File: config.mk
export PLATFORM = sky130hd
export DESIGN_NAME = bcd_serial_subtractor
export DESIGN_NICKNAME = d
export VERILOG_FILES = /design/src/rtl/bcd_serial_subtractor.sv
export SDC_FILE = /design/constraint.sdc
export NUM_CORES = 1
export LEC_CHECK = 0
export BUFFER_PORTS_ARGS = -buffer_cell sky130_fd_sc_hd__buf_2
export CORE_AREA = 3 3 58 114
export DETAILED_ROUTE_END_ITERATION = 7
export DIE_AREA = 0 0 61 117
export GPL_TIMING_DRIVEN = 1
export MAX_ROUTING_LAYER = met4
export PLACE_DENSITY = 0.78
export SYNTH_ARGS = -nofsm -noshare
export SYNTH_HDL_FRONTEND = slang
export SYNTH_SLANG_ARGS = --single-unit
File: constraint.sdc
create_clock -name clk -period 3.3 [get_ports clk]
set_input_delay 0.165 -clock clk [delete_from_list [all_inputs] [get_ports clk]]
set_output_delay 0.165 -clock clk [all_outputs]
set_load 0.01 [all_outputs]
File: src/rtl/bcd_serial_subtractor.sv
// bcd_serial_subtractor
//   Multi-digit packed-BCD subtractor: diff = a - b - bin, one digit per
//   clock, least significant digit first. Companion to the single-digit BCD
//   adder so the datapath can do A-B on the same packed-BCD operand format.
//   A start/busy/done handshake frames each operation; the result, borrow
//   and invalid flag are held until the next accepted start.
//
// Parameters
//   DIGITS   number of BCD digits per operand (>=1), operand width 4*DIGITS
//
// Ports
//   clk      in   rising-edge clock
//   rst      in   asynchronous active-high reset
//   start    in   request, sampled only while idle or in the done cycle
//   a        in   minuend, packed BCD, digit 0 in bits [3:0]
//   b        in   subtrahend, packed BCD
//   bin      in   borrow-in
//   busy     out  high while digits are being processed
//   done     out  one-cycle pulse, diff/bout/invalid valid
//   diff     out  packed-BCD difference (tens complement when bout=1)
//   bout     out  borrow-out, set when a < b + bin
//   invalid  out  set if any latched digit of a or b is above 9

module bcd_serial_subtractor #(
    parameter int DIGITS = 4
) (
    input  logic                  clk,
    input  logic                  rst,
    input  logic                  start,
    input  logic [4*DIGITS-1:0]   a,
    input  logic [4*DIGITS-1:0]   b,
    input  logic                  bin,
    output logic                  busy,
    output logic                  done,
    output logic [4*DIGITS-1:0]   diff,
    output logic                  bout,
    output logic                  invalid
);

    localparam int IDX_W = (DIGITS > 1) ? $clog2(DIGITS) : 1;

    localparam logic [1:0] ST_IDLE = 2'd0;
    localparam logic [1:0] ST_RUN  = 2'd1;
    localparam logic [1:0] ST_DONE = 2'd2;

    logic [1:0]          state_q,   state_d;
    logic [4*DIGITS-1:0] a_q,       a_d;
    logic [4*DIGITS-1:0] b_q,       b_d;
    logic                borrow_q,  borrow_d;
    logic [IDX_W-1:0]    idx_q,     idx_d;
    logic [4*DIGITS-1:0] diff_q,    diff_d;
    logic                bout_q,    bout_d;
    logic                invalid_q, invalid_d;

    logic [3:0] aDigit;
    logic [3:0] bDigit;
    logic [4:0] rawDiff;
    logic [3:0] digitOut;
    logic       digitBorrow;
    logic       digitInvalid;
    logic       lastDigit;

    // Select the current digit pair from the latched operands. A compare
    // loop keeps the mux free of variable-width index arithmetic.
    always_comb begin
        aDigit = 4'd0;
        bDigit = 4'd0;
        for (int k = 0; k < DIGITS; k++) begin
            if (idx_q == IDX_W'(k)) begin
                aDigit = a_q[4*k +: 4];
                bDigit = b_q[4*k +: 4];
            end
        end
    end

    // One digit of subtraction. The 5-bit result is negative exactly when
    // bit 4 is set; adding 10 to the low nibble alone gives the same low
    // four bits as (t + 10), so the top bit never has to be carried along.
    always_comb begin
        rawDiff      = {1'b0, aDigit} - {1'b0, bDigit} - {4'd0, borrow_q};
        digitBorrow  = rawDiff[4];
        digitOut     = digitBorrow ? (rawDiff[3:0] + 4'd10) : rawDiff[3:0];
        digitInvalid = (aDigit > 4'd9) || (bDigit > 4'd9);
        lastDigit    = (idx_q == IDX_W'(DIGITS - 1));
    end

    // Next-state logic. Start is honoured in the done cycle as well as in
    // idle so operations can run back to back with no gap. diff and bout
    // are untouched on accept so the previous result stays visible.
    always_comb begin
        state_d   = state_q;
        a_d       = a_q;
        b_d       = b_q;
        borrow_d  = borrow_q;
        idx_d     = idx_q;
        diff_d    = diff_q;
        bout_d    = bout_q;
        invalid_d = invalid_q;

        case (state_q)
            ST_IDLE, ST_DONE: begin
                if (start) begin
                    a_d       = a;
                    b_d       = b;
                    borrow_d  = bin;
                    idx_d     = '0;
                    invalid_d = 1'b0;
                    state_d   = ST_RUN;
                end else begin
                    state_d   = ST_IDLE;
                end
            end
            ST_RUN: begin
                for (int k = 0; k < DIGITS; k++) begin
                    if (idx_q == IDX_W'(k)) begin
                        diff_d[4*k +: 4] = digitOut;
                    end
                end
                borrow_d  = digitBorrow;
                invalid_d = invalid_q | digitInvalid;
                if (lastDigit) begin
                    bout_d  = digitBorrow;
                    state_d = ST_DONE;
                end else begin
                    idx_d   = idx_q + IDX_W'(1);
                end
            end
            default: begin
                state_d = ST_IDLE;
            end
        endcase
    end

    // State registers; reset clears everything, aborting any operation.
    always_ff @(posedge clk or posedge rst) begin
        if (rst) begin
            state_q   <= ST_IDLE;
            a_q       <= '0;
            b_q       <= '0;
            borrow_q  <= 1'b0;
            idx_q     <= '0;
            diff_q    <= '0;
            bout_q    <= 1'b0;
            invalid_q <= 1'b0;
        end else begin
            state_q   <= state_d;
            a_q       <= a_d;
            b_q       <= b_d;
            borrow_q  <= borrow_d;
            idx_q     <= idx_d;
            diff_q    <= diff_d;
            bout_q    <= bout_d;
            invalid_q <= invalid_d;
        end
    end

    assign busy    = (state_q == ST_RUN);
    assign done    = (state_q == ST_DONE);
    assign diff    = diff_q;
    assign bout    = bout_q;
    assign invalid = invalid_q;

endmodule

==> impl_metrics.xml <==
<?xml version="1.0" encoding="UTF-8"?>
<metrics>
  <group name="setup_path">
    <metric name="cp_top_family" unit="">adder cells</metric>
    <metric name="critPathRequiredTime" unit="ps">3520</metric>
    <metric name="path_max_fanout" unit="">5</metric>
    <metric name="worst_ep_arrival_time" unit="ps">3390</metric>
    <metric name="timing.critical_path.slowest_stage_cell" unit="">sky130_fd_sc_hd__dfrtp_2</metric>
    <metric name="worst_setup_path_start_kind" unit="">register</metric>
    <metric name="critical_setup_path_class" unit="">reg2reg</metric>
    <metric name="endpoint_type_of_the_worst_setup_path" unit="">register</metric>
    <metric name="cells_traversed_along_the_worst_timing_path" unit="">inv_1, ha_2, nand3b_1, a21oi_1, a21oi_1, o21ai_1, fa_2, fa_2, xor2_1, inv_1, ha_1, nor2_2, a21oi_4, a211o_2, a31oi_1</metric>
    <metric name="critical_path.n_buffers_inverters" unit="">2</metric>
    <metric name="critical_path.max_stage_delay" unit="ps">420</metric>
  </group>
  <group name="synthesis">
    <metric name="synth_area_leader_cell" unit="">sky130_fd_sc_hd__dfrtp_1</metric>
    <metric name="synth.net_count" unit="">377</metric>
    <metric name="yosys.cell_types.count" unit="">37</metric>
    <metric name="synth_simple_gate_area_frac" unit="">0.263</metric>
    <metric name="synth-adder-area-share" unit="">0.0543</metric>
    <metric name="yosys-top-cells-count" unit="">sky130_fd_sc_hd__nand2_1 (129), sky130_fd_sc_hd__dfrtp_1 (55), sky130_fd_sc_hd__o21ai_0 (17)</metric>
    <metric name="synth_edf_count" unit="">0</metric>
    <metric name="largest_family_of_logic_cells_by_synthesized_area" unit="">simple AND/OR/NAND/NOR gates</metric>
    <metric name="synth-compound-area-share" unit="">0.130</metric>
    <metric name="post_synth_mux_area_share" unit="">0.00535</metric>
    <metric name="synth-xor-area-share" unit="">0.0143</metric>
    <metric name="ys_seq_elements" unit="">55</metric>
    <metric name="synthFlopType" unit="">sky130_fd_sc_hd__dfrtp_1</metric>
    <metric name="asyncSetResetFlopFracSynth" unit="">1.00</metric>
    <metric name="postSynthAreaPerCell" unit="um^2">8.51</metric>
    <metric name="sequential_element_share_of_the_synthesized_area" unit="">0.490</metric>
    <metric name="synth_area" unit="um^2">2810</metric>
    <metric name="synth_top_area_frac" unit="">0.490</metric>
    <metric name="synthCells" unit="">330</metric>
    <metric name="top_count_cell_post_synth" unit="">sky130_fd_sc_hd__nand2_1</metric>
    <metric name="yosys-top-cells-area" unit="">sky130_fd_sc_hd__dfrtp_1 (49%), sky130_fd_sc_hd__nand2_1 (17%), sky130_fd_sc_hd__ha_1 (4.0%)</metric>
    <metric name="ys.warnings.count" unit="">0</metric>
  </group>
  <group name="grt">
    <metric name="grt_usage" unit="">0.215</metric>
    <metric name="first_global_vias" unit="">2385</metric>
    <metric name="busiest_layer" unit="">met2</metric>
    <metric name="groute.layer.met2.usage" unit="">0.364</metric>
    <metric name="globalRouteMet3Util" unit="">0.0351</metric>
    <metric name="globalRoute.totalOverflow" unit="">0</metric>
    <metric name="grt_first_pass_wirelength" unit="mm">10.8</metric>
    <metric name="grt_antenna_before_repair" unit="">0</metric>
    <metric name="gr-usage-met1" unit="">0.208</metric>
    <metric name="pin_count_of_the_biggest_net_entering_global_routing" unit="">56</metric>
  </group>
  <group name="timing">
    <metric name="final.hold.worst_slack" unit="ps">53.1</metric>
    <metric name="largest_clock_skew_in_the_final_design" unit="ps">5.36</metric>
    <metric name="setup_viol" unit="">0</metric>
    <metric name="finalCritPeriodShare" unit="">0.962</metric>
    <metric name="slew_headroom" unit="">0.258</metric>
    <metric name="timing_worst_slew_pin_value" unit="ps">1110</metric>
    <metric name="clock.fmax" unit="MHz">315</metric>
    <metric name="timing.final.max_slew_violations" unit="">0</metric>
    <metric name="layout_min_cycle_time" unit="ps">3170</metric>
    <metric name="final-hold-violation-count" unit="">0</metric>
  </group>
  <group name="clock_tree">
    <metric name="clk_path_buf_depth" unit="">2</metric>
    <metric name="postCtsHoldBufs" unit="">0</metric>
    <metric name="cts_htree_levels" unit="">2</metric>
    <metric name="cts-root-buf" unit="">sky130_fd_sc_hd__clkbuf_16</metric>
    <metric name="cts_tree" unit="">yes</metric>
    <metric name="cts_num_sinks" unit="">55</metric>
    <metric name="numCtsBuffers" unit="">5</metric>
    <metric name="clk_pin_slew_worst_paths" unit="ps">70</metric>
    <metric name="clk_latency" unit="ps">290</metric>
  </group>
  <group name="finish">
    <metric name="synthToLayoutAreaGrowth" unit="%">23.2</metric>
    <metric name="final_net_count" unit="">441</metric>
    <metric name="fill_cells" unit="">527</metric>
    <metric name="n_antenna_cell" unit="">0</metric>
    <metric name="drive_above_1_share" unit="">0.251</metric>
  </group>
  <group name="worst_hold_path">
    <metric name="hold_class" unit="">in2reg</metric>
  </group>
  <group name="floorplan">
    <metric name="floorplan.initialDensity" unit="">0.484</metric>
    <metric name="dieHeight" unit="um">117</metric>
    <metric name="floorplan.io_pins" unit="">56</metric>
    <metric name="design.die.area" unit="um^2">7140</metric>
    <metric name="core_area" unit="um^2">5810</metric>
    <metric name="core.rowCount" unit="">39</metric>
    <metric name="fp.dieW" unit="um">61</metric>
  </group>
  <group name="run">
    <metric name="max_cap_viol_count" unit="">0</metric>
  </group>
  <group name="drt">
    <metric name="post_drt_via_cell_ratio" unit="">5.47</metric>
    <metric name="drtIter0Drc" unit="">119</metric>
    <metric name="route.detailed.wl_per_inst" unit="um">15.1</metric>
    <metric name="postRouteWirelength" unit="mm">6.89</metric>
    <metric name="drc" unit="">0</metric>
    <metric name="dr_total_vias" unit="">2493</metric>
    <metric name="drtAntennaViolNets" unit="">0</metric>
    <metric name="drt_first_pass_iters" unit="">4</metric>
  </group>
  <group name="placed_design">
    <metric name="detailed_place_hpwl" unit="mm">5.24</metric>
    <metric name="gp_routability_congestion" unit="">0.911</metric>
    <metric name="port_buffers" unit="">55</metric>
  </group>
  <group name="run_status">
    <metric name="run_status" unit="">completed</metric>
  </group>
</metrics>
==> per-stage QoR <==
step | area (um^2) | cells | utilization | TNS (ps) | setup WS (ps)
2_1_floorplan | 2820 | 330 | - | 0 | 21.9
3_5_place_dp | 3210 | 445 | 0.553 | -90.1 | -46.4
6_report | 3460 | 456 | 0.596 | 0 | 127
3_3_place_gp | 3210 | 445 | 0.553 | 0 | 111
5_1_grt | 3460 | 456 | 0.596 | -58.3 | -27.0
4_1_cts | 3420 | 455 | 0.590 | 0 | 29.3
==> per-layer routing <==
layer / routed length (um) / part of all wire / up-vias
met4: 456 / 0.066 / 0
met1: 2420 / 0.35 / 1172
met3: 241 / 0.035 / 32
met2: 3770 / 0.55 / 74
met5: 0 / 0 / -
li1: - / - / 1215
==> state kept, by name, summed over array words and instances (netlist names) <==
| register | flops |
|---|---|
| a_q | 16 |
| b_q | 16 |
| borrow_q | 1 |
| bout | 1 |
| diff | 16 |
| idx_q | 2 |
| invalid | 1 |
| state_q | 2 |
==> placed cells by master (no fill, tap or decap), types with 6 or more instances in the layout <==
cell / netlist / routed
sky130_fd_sc_hd__dfrtp_1: 55 / 54
sky130_fd_sc_hd__buf_4: 0 / 17
sky130_fd_sc_hd__ha_1: 9 / 6
sky130_fd_sc_hd__a21oi_1: 9 / 8
sky130_fd_sc_hd__nand2_1: 129 / 129
sky130_fd_sc_hd__inv_1: 14 / 12
sky130_fd_sc_hd__buf_2: 7 / 55
sky130_fd_sc_hd__o211ai_1: 7 / 7
sky130_fd_sc_hd__o21ai_0: 17 / 16
sky130_fd_sc_hd__nor2_1: 10 / 8
sky130_fd_sc_hd__nor2b_1: 9 / 8
sky130_fd_sc_hd__a31oi_1: 8 / 8
==> what timing repair did <==
item / CTS / global route
pin swaps: 2 / 7
buffers inserted: 2 / 1
resized for setup: 5 / 9
endpoints found under the setup margin: 4 / 8
==> cell families after synthesis <==
logic type,after synthesis
buffers and inverters,30
AOI/OAI and AO/OA,57
muxes,1
adders and majority gates,11
and+or+nand+nor,173
DFF,55
xor gates and xnor gates,3
==> final cells by class <==
type | count | area, um^2 | area share
sequential | 55 | 1380 | 0.398
multi-input combinational | 245 | 1360 | 0.393
timing repair buffer | 73 | 414 | 0.120
clock buffer | 6 | 139 | 0.0401
tap | 61 | 76.3 | 0.0221
inverter | 14 | 52.6 | 0.0152
clock inverter | 2 | 38.8 | 0.0112
==> final timing paths <==
path | from | end | slack [ps] | depth (start not counted)
hold reg to reg | diff[0] | diff[0] | 480 | 2
setup / recovery | idx_q[0] | diff[11] | 130 | 15
hold / removal | a[0] | a_q[0] | 50 | 3
min in group asynchronous | rst | a_q[2] | 150 | 2
max in group asynchronous | rst | idx_q[0] | 2390 | 2
setup reg to reg | idx_q[0] | diff[11] | 130 | 15
==> worst register-to-register path, stage by stage (launching register included) <==
cell	delay, ps
sky130_fd_sc_hd__dfrtp_2	420
sky130_fd_sc_hd__inv_1	80
sky130_fd_sc_hd__ha_2	210
sky130_fd_sc_hd__nand3b_1	90
sky130_fd_sc_hd__a21oi_1	70
sky130_fd_sc_hd__a21oi_1	130
sky130_fd_sc_hd__o21ai_1	110
sky130_fd_sc_hd__fa_2	400
sky130_fd_sc_hd__fa_2	410
sky130_fd_sc_hd__xor2_1	180
sky130_fd_sc_hd__inv_1	60
sky130_fd_sc_hd__ha_1	210
sky130_fd_sc_hd__nor2_2	140
sky130_fd_sc_hd__a21oi_4	90
sky130_fd_sc_hd__a211o_2	340
sky130_fd_sc_hd__a31oi_1	150
Power is left out: the tool's default activity adds up to more than one toggle a clock period on the data nets, which glitch-free logic cannot reach.
